--- src/rtl/ddr4_lane_read_eye_centering_ctrl_if.sv ---
// Lane-side bundle between the read eye-centering controller and the lane IOD / training top.
// master = controller, slave = IOD wrapper plus training top level.
interface ddr4_lane_read_eye_centering_ctrl_if #(
    parameter int TAP_W = 8
);
    logic             START;
    logic             EYE_MONITOR_EARLY_0;
    logic             EYE_MONITOR_LATE_0;
    logic             DELAY_LINE_OUT_OF_RANGE_0;
    logic             DELAY_LINE_LOAD_0;
    logic             DELAY_LINE_MOVE_0;
    logic             DELAY_LINE_DIRECTION_0;
    logic             EYE_MONITOR_CLEAR_FLAGS_0;
    logic             BUSY;
    logic             DONE;
    logic             FAIL;
    logic [TAP_W-1:0] CENTER_TAP;
    logic [TAP_W-1:0] WINDOW_FIRST;
    logic [TAP_W-1:0] WINDOW_LAST;

    modport master (
        input  START, EYE_MONITOR_EARLY_0, EYE_MONITOR_LATE_0, DELAY_LINE_OUT_OF_RANGE_0,
        output DELAY_LINE_LOAD_0, DELAY_LINE_MOVE_0, DELAY_LINE_DIRECTION_0,
               EYE_MONITOR_CLEAR_FLAGS_0, BUSY, DONE, FAIL, CENTER_TAP, WINDOW_FIRST, WINDOW_LAST
    );

    modport slave (
        output START, EYE_MONITOR_EARLY_0, EYE_MONITOR_LATE_0, DELAY_LINE_OUT_OF_RANGE_0,
        input  DELAY_LINE_LOAD_0, DELAY_LINE_MOVE_0, DELAY_LINE_DIRECTION_0,
               EYE_MONITOR_CLEAR_FLAGS_0, BUSY, DONE, FAIL, CENTER_TAP, WINDOW_FIRST, WINDOW_LAST
    );
endinterface

--- src/rtl/ddr4_lane_read_eye_centering_ctrl.sv ---
// Per-lane read eye-centering sequencer: sweeps RX taps up from load, finds the first clean
// window, then reloads the delay line and steps it to the window centre.
module ddr4_lane_read_eye_centering_ctrl #(
    parameter int TAP_W         = 8,
    parameter int MAX_TAPS      = 128,
    parameter int SETTLE_CYCLES = 8,
    parameter int SAMPLE_CYCLES = 16,
    parameter int MIN_WINDOW    = 4
) (
    input logic FAB_CLK,
    input logic RESET_N,
    ddr4_lane_read_eye_centering_ctrl_if.master lane
);

    typedef enum logic [3:0] {
        S_IDLE, S_LOAD, S_CLEAR, S_SETTLE, S_SAMPLE, S_EVAL, S_STEP,
        S_CALC, S_RELOAD, S_MOVE_C, S_GAP, S_DONE, S_FAIL
    } state_t;

    localparam int CNT_MAX = (SETTLE_CYCLES > SAMPLE_CYCLES) ? SETTLE_CYCLES : SAMPLE_CYCLES;
    localparam int CNT_W   = $clog2(CNT_MAX + 1);

    localparam logic [CNT_W-1:0] SETTLE_LAST = CNT_W'(SETTLE_CYCLES - 1);
    localparam logic [CNT_W-1:0] SAMPLE_LAST = CNT_W'(SAMPLE_CYCLES - 1);
    localparam logic [TAP_W-1:0] TAP_LIMIT   = TAP_W'(MAX_TAPS - 1);
    localparam logic [TAP_W:0]   MIN_WIN     = (TAP_W + 1)'(MIN_WINDOW);

    state_t           state_q, state_d;
    logic [TAP_W-1:0] tap_q;
    logic [CNT_W-1:0] cnt_q;
    logic             dirty_q;
    logic             in_win_q;
    logic [TAP_W-1:0] first_q, last_q, center_q;

    logic             load, move, clear;
    logic             idle_like;
    logic [TAP_W:0]   win_len;
    logic [TAP_W:0]   win_sum;
    logic             win_ok;

    // Sum and width carry one extra bit so a window ending at the top tap cannot wrap.
    assign win_len   = {1'b0, last_q} - {1'b0, first_q} + 1'b1;
    assign win_sum   = {1'b0, first_q} + {1'b0, last_q};
    assign win_ok    = in_win_q && (win_len >= MIN_WIN);
    assign idle_like = (state_q == S_IDLE) || (state_q == S_DONE) || (state_q == S_FAIL);

    always_ff @(posedge FAB_CLK) begin
        if (!RESET_N) state_q <= S_IDLE;
        else          state_q <= state_d;
    end

    always_comb begin
        state_d = state_q;
        load    = 1'b0;
        move    = 1'b0;
        clear   = 1'b0;
        case (state_q)
            S_IDLE, S_DONE, S_FAIL: if (lane.START) state_d = S_LOAD;
            S_LOAD: begin
                load    = 1'b1;
                state_d = S_CLEAR;
            end
            S_CLEAR: begin
                clear   = 1'b1;
                state_d = S_SETTLE;
            end
            S_SETTLE: if (cnt_q == SETTLE_LAST) state_d = S_SAMPLE;
            S_SAMPLE: if (cnt_q == SAMPLE_LAST) state_d = S_EVAL;
            S_EVAL: begin
                // A dirty tap after a clean run closes the window before any range check.
                if (dirty_q && in_win_q)
                    state_d = S_CALC;
                else if (lane.DELAY_LINE_OUT_OF_RANGE_0 || (tap_q == TAP_LIMIT))
                    state_d = S_CALC;
                else
                    state_d = S_STEP;
            end
            S_STEP: begin
                move    = 1'b1;
                state_d = S_CLEAR;
            end
            S_CALC:   state_d = win_ok ? S_RELOAD : S_FAIL;
            S_RELOAD: begin
                load    = 1'b1;
                state_d = S_MOVE_C;
            end
            S_MOVE_C: begin
                if (tap_q == center_q) begin
                    state_d = S_DONE;
                end else begin
                    move    = 1'b1;
                    state_d = S_GAP;
                end
            end
            S_GAP:   state_d = S_MOVE_C;
            default: state_d = S_IDLE;
        endcase
    end

    always_ff @(posedge FAB_CLK) begin
        if (!RESET_N) begin
            tap_q    <= '0;
            cnt_q    <= '0;
            dirty_q  <= 1'b0;
            in_win_q <= 1'b0;
            first_q  <= '0;
            last_q   <= '0;
            center_q <= '0;
        end else begin
            case (state_q)
                S_IDLE, S_DONE, S_FAIL: begin
                    if (lane.START) begin
                        first_q  <= '0;
                        last_q   <= '0;
                        center_q <= '0;
                        in_win_q <= 1'b0;
                    end
                end
                S_LOAD: begin
                    tap_q    <= '0;
                    in_win_q <= 1'b0;
                end
                S_CLEAR: begin
                    dirty_q <= 1'b0;
                    cnt_q   <= '0;
                end
                S_SETTLE: cnt_q <= (cnt_q == SETTLE_LAST) ? '0 : cnt_q + 1'b1;
                S_SAMPLE: begin
                    dirty_q <= dirty_q | lane.EYE_MONITOR_EARLY_0 | lane.EYE_MONITOR_LATE_0;
                    cnt_q   <= cnt_q + 1'b1;
                end
                S_EVAL: begin
                    if (!dirty_q) begin
                        last_q <= tap_q;
                        if (!in_win_q) begin
                            first_q  <= tap_q;
                            in_win_q <= 1'b1;
                        end
                    end
                end
                S_STEP: tap_q <= tap_q + 1'b1;
                S_CALC: if (win_ok) center_q <= TAP_W'(win_sum >> 1);
                S_RELOAD: tap_q <= '0;
                S_MOVE_C: if (tap_q != center_q) tap_q <= tap_q + 1'b1;
                default: ;
            endcase
        end
    end

    assign lane.DELAY_LINE_LOAD_0         = load;
    assign lane.DELAY_LINE_MOVE_0         = move;
    assign lane.DELAY_LINE_DIRECTION_0    = move;
    assign lane.EYE_MONITOR_CLEAR_FLAGS_0 = clear;
    assign lane.BUSY                      = !idle_like;
    assign lane.DONE                      = (state_q == S_DONE);
    assign lane.FAIL                      = (state_q == S_FAIL);
    assign lane.CENTER_TAP                = center_q;
    assign lane.WINDOW_FIRST              = first_q;
    assign lane.WINDOW_LAST               = last_q;

endmodule
--- src/flat_wrapper.sv ---
// flat-port wrapper written by rule: the top's interface ports become plain ports
module ddr4_lane_read_eye_centering_ctrl_flat 
#(
    parameter int TAP_W         = 8,
    parameter int MAX_TAPS      = 128,
    parameter int SETTLE_CYCLES = 8,
    parameter int SAMPLE_CYCLES = 16,
    parameter int MIN_WINDOW    = 4
)
  (FAB_CLK, RESET_N, lane_START, lane_EYE_MONITOR_EARLY_0, lane_EYE_MONITOR_LATE_0, lane_DELAY_LINE_OUT_OF_RANGE_0, lane_DELAY_LINE_LOAD_0, lane_DELAY_LINE_MOVE_0, lane_DELAY_LINE_DIRECTION_0, lane_EYE_MONITOR_CLEAR_FLAGS_0, lane_BUSY, lane_DONE, lane_FAIL, lane_CENTER_TAP, lane_WINDOW_FIRST, lane_WINDOW_LAST);
  ddr4_lane_read_eye_centering_ctrl_if #(.TAP_W(TAP_W)) lane_i ();
  input logic FAB_CLK;
  input logic RESET_N;
  input wire logic [$bits(lane_i.START)-1:0] lane_START;
  input wire logic [$bits(lane_i.EYE_MONITOR_EARLY_0)-1:0] lane_EYE_MONITOR_EARLY_0;
  input wire logic [$bits(lane_i.EYE_MONITOR_LATE_0)-1:0] lane_EYE_MONITOR_LATE_0;
  input wire logic [$bits(lane_i.DELAY_LINE_OUT_OF_RANGE_0)-1:0] lane_DELAY_LINE_OUT_OF_RANGE_0;
  output wire logic [$bits(lane_i.DELAY_LINE_LOAD_0)-1:0] lane_DELAY_LINE_LOAD_0;
  output wire logic [$bits(lane_i.DELAY_LINE_MOVE_0)-1:0] lane_DELAY_LINE_MOVE_0;
  output wire logic [$bits(lane_i.DELAY_LINE_DIRECTION_0)-1:0] lane_DELAY_LINE_DIRECTION_0;
  output wire logic [$bits(lane_i.EYE_MONITOR_CLEAR_FLAGS_0)-1:0] lane_EYE_MONITOR_CLEAR_FLAGS_0;
  output wire logic [$bits(lane_i.BUSY)-1:0] lane_BUSY;
  output wire logic [$bits(lane_i.DONE)-1:0] lane_DONE;
  output wire logic [$bits(lane_i.FAIL)-1:0] lane_FAIL;
  output wire logic [$bits(lane_i.CENTER_TAP)-1:0] lane_CENTER_TAP;
  output wire logic [$bits(lane_i.WINDOW_FIRST)-1:0] lane_WINDOW_FIRST;
  output wire logic [$bits(lane_i.WINDOW_LAST)-1:0] lane_WINDOW_LAST;
  assign lane_i.START = lane_START;
  assign lane_i.EYE_MONITOR_EARLY_0 = lane_EYE_MONITOR_EARLY_0;
  assign lane_i.EYE_MONITOR_LATE_0 = lane_EYE_MONITOR_LATE_0;
  assign lane_i.DELAY_LINE_OUT_OF_RANGE_0 = lane_DELAY_LINE_OUT_OF_RANGE_0;
  assign lane_DELAY_LINE_LOAD_0 = lane_i.DELAY_LINE_LOAD_0;
  assign lane_DELAY_LINE_MOVE_0 = lane_i.DELAY_LINE_MOVE_0;
  assign lane_DELAY_LINE_DIRECTION_0 = lane_i.DELAY_LINE_DIRECTION_0;
  assign lane_EYE_MONITOR_CLEAR_FLAGS_0 = lane_i.EYE_MONITOR_CLEAR_FLAGS_0;
  assign lane_BUSY = lane_i.BUSY;
  assign lane_DONE = lane_i.DONE;
  assign lane_FAIL = lane_i.FAIL;
  assign lane_CENTER_TAP = lane_i.CENTER_TAP;
  assign lane_WINDOW_FIRST = lane_i.WINDOW_FIRST;
  assign lane_WINDOW_LAST = lane_i.WINDOW_LAST;
  ddr4_lane_read_eye_centering_ctrl #(.TAP_W(TAP_W), .MAX_TAPS(MAX_TAPS), .SETTLE_CYCLES(SETTLE_CYCLES), .SAMPLE_CYCLES(SAMPLE_CYCLES), .MIN_WINDOW(MIN_WINDOW)) u_core (.FAB_CLK(FAB_CLK), .RESET_N(RESET_N), .lane(lane_i));
endmodule
--- config.mk ---
export PLATFORM = sky130hd
export DESIGN_NAME = ddr4_lane_read_eye_centering_ctrl_flat
export DESIGN_NICKNAME = d
export VERILOG_FILES = /design/src/rtl/ddr4_lane_read_eye_centering_ctrl_if.sv /design/src/rtl/ddr4_lane_read_eye_centering_ctrl.sv /design/src/flat_wrapper.sv
export SDC_FILE = /design/constraint.sdc
export NUM_CORES = 1
export LEC_CHECK = 0
export BUFFER_PORTS_ARGS = -buffer_cell sky130_fd_sc_hd__buf_2
export CORE_MARGIN = 1
export CORE_UTILIZATION = 56
export CTS_CLUSTER_DIAMETER = 30
export DETAILED_ROUTE_END_ITERATION = 16
export GPL_TIMING_DRIVEN = 0
export PLACE_DENSITY = 0.8
export SYNTH_ARGS = -nofsm -noshare
export SYNTH_HDL_FRONTEND = slang
export SYNTH_SLANG_ARGS = --single-unit
--- constraint.sdc ---
create_clock -name FAB_CLK -period 3.48 [get_ports FAB_CLK]
set_input_delay 0.174 -clock FAB_CLK [delete_from_list [all_inputs] [get_ports FAB_CLK]]
set_output_delay 0.174 -clock FAB_CLK [all_outputs]
set_load 0.05 [all_outputs]
Word-level counts from Yosys, hierarchy flattened
Cells that the tools add are included.

$add $sub $neg: 5. Order comparisons: 1. Equal/unequal tests: 24. Muxes and demuxes: 28. Bitwise gates (word level): 2. Reductions and logical operators: 23.

Operators by type and width (number): 8-bit two-way mux (6); 8-bit case mux with 2 select lines (3); 4-bit case mux with 9 select lines (1); 8-bit case mux with 3 select lines (1); 4-bit equality test, second input constant (5); 4-bit by 3-bit equality test with 1-bit output, second input constant (4); 4-bit two-way mux (4); 5-bit case mux with 3 select lines (1); 3-bit AND reduction (4); 8-bit by 8-bit adder with 9-bit output (1); 9-bit by 1-bit adder with 9-bit output, second input constant (1); 9-bit by 3-bit greater-or-equal comparator with 1-bit output, second input constant (1); 3-bit nonzero test (3); 8-bit by 8-bit subtractor with 9-bit output (1); 8-bit by 1-bit adder with 8-bit output, second input constant (1); 4-bit by 2-bit equality test with 1-bit output, second input constant (2); 8-bit by 7-bit equality test with 1-bit output, second input constant (1); 8-bit equality test (1); 2-bit by 1-bit inequality test with 1-bit output, second input constant (4); 8-bit inequality test (1); 1-bit two-way mux (7); 2-bit inequality test, second input constant (3); 2-bit nonzero test (3); 2-bit OR reduction (3); 16 further kinds (21).

Flip-flop bits (word level): 43. Bits of input ports: 6. Output and inout bits: 31. Word-level logic and storage cells: 91.

Longest topological paths before layout
Depth after elaboration: 6. Depth in mapped cells: 13. Gate-level depth less buffers: 13.

Worst setup path after synthesis
OpenSTA, ideal clock, no wires.

Path type: register to output. Start point: register u_core.center_q[5], in the netlist u_core.lane.CENTER_TAP[5]. End point: output port lane_DELAY_LINE_MOVE_0. Arrival: 3.021 ns. Data required time: 3.306 ns. Slack: 0.285 ns. Cell stages (with the launch flop): 6. Buffers on the path: 1. Cells stage by stage: dfxtp_1 xnor2_1 nand4_1 nor2_1 o41ai_1 buf_4.

Cells in the longest elaborated chain, start to end: 3.

RTL lines: from (decl) (line ddr4_lane_read_eye_centering_ctrl.sv:33) `logic [TAP_W-1:0] first_q, last_q, center_q;`; from (signal assigned) (line ddr4_lane_read_eye_centering_ctrl.sv:142) `S_CALC: if (win_ok) center_q <= TAP_W'(win_sum >> 1);`; 8-bit equality test (line ddr4_lane_read_eye_centering_ctrl.sv:88) `if (tap_q == center_q) begin`; 1-bit two-way mux (line ddr4_lane_read_eye_centering_ctrl.sv:88); 1-bit case mux with 2 select lines (line ddr4_lane_read_eye_centering_ctrl.sv:57) `case (state_q)`; to (decl) (line flat_wrapper.sv:19) `output wire logic [$bits(lane_i.DELAY_LINE_MOVE_0)-1:0] lane_DELAY_LINE_MOVE_0;`.

Every way passes these cells.

Final worst setup path
Start point: register u_core.last_q[1], in the netlist u_core.lane.WINDOW_LAST[1]. End point: register u_core.center_q[1], in the netlist u_core.lane.CENTER_TAP[1].

Cells in the longest elaborated chain, start to end: 6. Elaborated cells on any way between the ends: 9. Classes of those cells: 3 x add/sub; 1 x order compare; 1 x eq/ne; 2 x mux; 2 x reduce/logical.

RTL lines: from (decl) (line ddr4_lane_read_eye_centering_ctrl.sv:33); from (signal assigned) (line ddr4_lane_read_eye_centering_ctrl.sv:134) `last_q <= tap_q;`; 8-bit by 8-bit subtractor with 9-bit output (line ddr4_lane_read_eye_centering_ctrl.sv:42) `assign win_len = {1'b0, last_q} - {1'b0, first_q} + 1'b1;`; 9-bit by 1-bit adder with 9-bit output (line ddr4_lane_read_eye_centering_ctrl.sv:42); 9-bit by 3-bit greater-or-equal comparator with 1-bit output (line ddr4_lane_read_eye_centering_ctrl.sv:44) `assign win_ok = in_win_q && (win_len >= MIN_WIN);`; 1-bit logical AND (line ddr4_lane_read_eye_centering_ctrl.sv:44); 2-bit by 1-bit inequality test with 1-bit output (no line); 3-bit AND reduction (no line).

Parallel ways exist; a longest one is shown, timed or not. The select of a mux whose other input is x is not followed. A chain may end at the register's enable or synchronous reset.

==> metrics.txt <==
share of cells above drive strength 1 0.1658; final wirelength 6615 µm; Adder-Cell Fraction of Synth Area 0.1226; worst min-delay path class in -> reg; Die Ht 74.94 µm; Port Buf Inserts 35; I/O pins 37; Worst Max-Slew Pin Slew 0.5409 ns; Req. time, crit path 3.72 ns; GRT overflow 0; combinational family with the most area after synthesis simple AND/OR/NAND/NOR gates; clock sinks 43; GRT Overall Usage 0.2472; complex-gate fraction of the synthesized area 0.1730; largest net degree at the start of global routing 16; row count 26; Seq/Total Area, Yosys 0.2890; Leak 0.001471 µW; vias 2607; minimum clock period 3.148 ns; number of remaining DRC errors 1; Total Die Area 5615 µm²; dpl hpwl 5096 µm; CP Capture Type flip-flop; Hold Fails Final Rpt 0; xor/xnor share of the synthesized area 0.07938; post-route ant nets 0; PwrDens 420.1 nW/µm²; WP data arrival 3.39 ns; met3 wire length 344 µm; worst setup path start u_core.lane.WINDOW_LAST[1]; Clock Tree Buf Depth 2; CTS resizes 0; met2 WL post-DR 3292 µm; Setup CP Type reg -> reg; EDFF count, synth 0; Ys Warns 0; First-pass DRT Iterations 10; DR top layer met4; Synth Flop Type dfxtp_1; vias in the first global route 2291; Worst setup SP type flip-flop; DRT met1 WL 2914 µm; register clock-pin slew on the reported worst setup and hold paths 0.09 ns; diode count 0; Mapped Area 2979 µm²; Mapped Nets 395; CP Max Fanout 8; CTS tree built; hold_buf cts 0; post-synth cell types 61; Slew Limit Fails 0; nets 437; Synth Instances 361; first-pass GRT wire length 10430 µm; commonest non-fill, non-tap cells in the layout dfxtp_1, buf_2, nand2_1; simple-gate share of the synthesized area 0.2335; Core Area 5107 µm²; Synth async-reset ratio 0; post-CTS setup buffers 0; Setup Skew 0.008994 ns; WL/cell 13.96 µm; Num CTS Buffers 5; Tot Pwr 1401 µW; DIE WIDTH 74.94 µm; Worst Hold Launch lane_EYE_MONITOR_LATE_0; RSZ-0062 raised after global routing false; clock network latency to the later pin of the worst-skew pair 0.31 ns; most common cell after layout, fill and taps aside dfxtp_1; synthesized area per cell 8.252 µm²; via/cell ratio 5.500; Fmax 0.3176 GHz; Worst R2R Start u_core.lane.WINDOW_LAST[1]; synthesis-stage register bit count 43; crit share post-route 0.9047; DR iter-0 viols 161; initial core utilization 0.5833; Final setup violation count 0; post-synthesis mux area share 0.03738; CTS H-tree lvls 2; sum of negative setup slack 0 ns; initial antenna violation count 0; clock root buffer clkbuf_8; area grow syn2layout 11.93%; failing checks design-rule violations; Max-slew headroom 0.6394; status finished with violations; Max IR drop VDD 0.3865 mV; max_cap viols 0; GPL Wtd Cong 0.9126
-- area by class of cell --
| cell class | count | area, µm² |
|---|---|---|
| multi-input cells | 273 | 1924 |
| fillers | 433 | 1773 |
| flip-flops and latches | 43 | 860.8 |
| repair buffers | 35 | 175.2 |
| plain buffers | 22 | 106.4 |
| inverters | 23 | 87.58 |
| well taps | 70 | 87.58 |
| clock buffers | 5 | 68.82 |
| clock inverters | 3 | 23.77 |
-- cell usage after synthesis, types with 2 or more instances --
master | number | share of area
fa_1 | 2 | 0.013
a22oi_1 | 8 | 0.020
buf_2 | 6 | 0.010
buf_1 | 3 | 0.0038
a21oi_1 | 17 | 0.029
and3_1 | 3 | 0.0063
xnor2_1 | 17 | 0.050
nor2b_1 | 10 | 0.021
o22ai_1 | 3 | 0.0063
or3_1 | 2 | 0.0042
o21ai_1 | 10 | 0.017
nand2b_1 | 6 | 0.013
nand3_1 | 9 | 0.015
ha_1 | 26 | 0.11
o2111ai_1 | 3 | 0.0088
o21ai_0 | 5 | 0.0084
nor3_1 | 3 | 0.0050
buf_4 | 4 | 0.010
and4_1 | 3 | 0.0088
nor2_1 | 32 | 0.040
o21a_1 | 2 | 0.0050
o31ai_1 | 4 | 0.010
inv_1 | 22 | 0.028
nand4_1 | 7 | 0.015
clkbuf_1 | 8 | 0.010
xor2_1 | 10 | 0.029
a221oi_1 | 2 | 0.0059
and2_1 | 12 | 0.025
dfxtp_1 | 43 | 0.29
mux2i_1 | 10 | 0.034
nand2_1 | 39 | 0.049
-- per-stage QoR --
stage                     cells    util  hold slack (ns)  cell area [µm²]  worst slack (ns)
after detailed placement    466  0.6347           0.4865             3242            0.2989
final                       474  0.6529           0.2254             3334            0.3317
after global routing        474  0.6529           0.2929             3334            0.1052
after floorplan             361       -           0.4204             2979            0.2846
after global placement      466  0.6347           0.4767             3242            0.4238
after CTS                   474  0.6529           0.2120             3334            0.2956
-- critical path: stages (launching register included) --
cell and delay (ns):
dfxtp_1 0.43, inv_1 0.07, ha_1 0.31, inv_1 0.07, ha_1 0.16, inv_1 0.05
fa_1 0.43, nor2b_4 0.15, o2111ai_1 0.13, and4_1 0.24, nor3_2 0.20, nand4_2 0.21
o21ai_4 0.39, mux2i_1 0.25
-- sequential cells by signal (all words and copies together) (netlist names) --
name                      cells
u_core.cnt_q                  5
u_core.dirty_q                1
u_core.in_win_q               1
u_core.tap_q                  8
u_core.state_q                4
u_core.lane.CENTER_TAP        8
u_core.lane.WINDOW_LAST       8
u_core.lane.WINDOW_FIRST      8
-- report_power, final --
part	internal, µW	total (µW)	switching, µW
logic	175	526	351
clock network	144	333	189
registers	522	541	19.4
-- cells by family after synthesis --
| logic type | Yosys count |
|---|---|
| adder cells (fa/ha/maj) | 28 |
| AO/OA/AOI/OAI | 72 |
| flip-flops | 43 |
| multiplexers | 11 |
| buffers and inverters | 45 |
| XOR/XNOR | 27 |
| AND/OR/NAND/NOR | 135 |
-- final timing paths --
| kind | endpoint | slack [ns] | cells after the start |
|---|---|---|---|
| worst min register to register | u_core.lane.CENTER_TAP[2] | 0.50 | 2 |
| worst min-delay path | u_core.dirty_q | 0.23 | 3 |
| worst max register to register | u_core.lane.CENTER_TAP[1] | 0.33 | 13 |
| worst max-delay path | u_core.lane.CENTER_TAP[1] | 0.33 | 13 |
-- layer usage --
layer | up-vias | track usage
met4 | 0 | 0.05870
met1 | 1203 | 0.3071
met5 | - | 0
li1 | 1324 | -
met2 | 72 | 0.4394
met3 | 8 | 0.04953
Note: power is estimated with default switching activity, not from simulation.
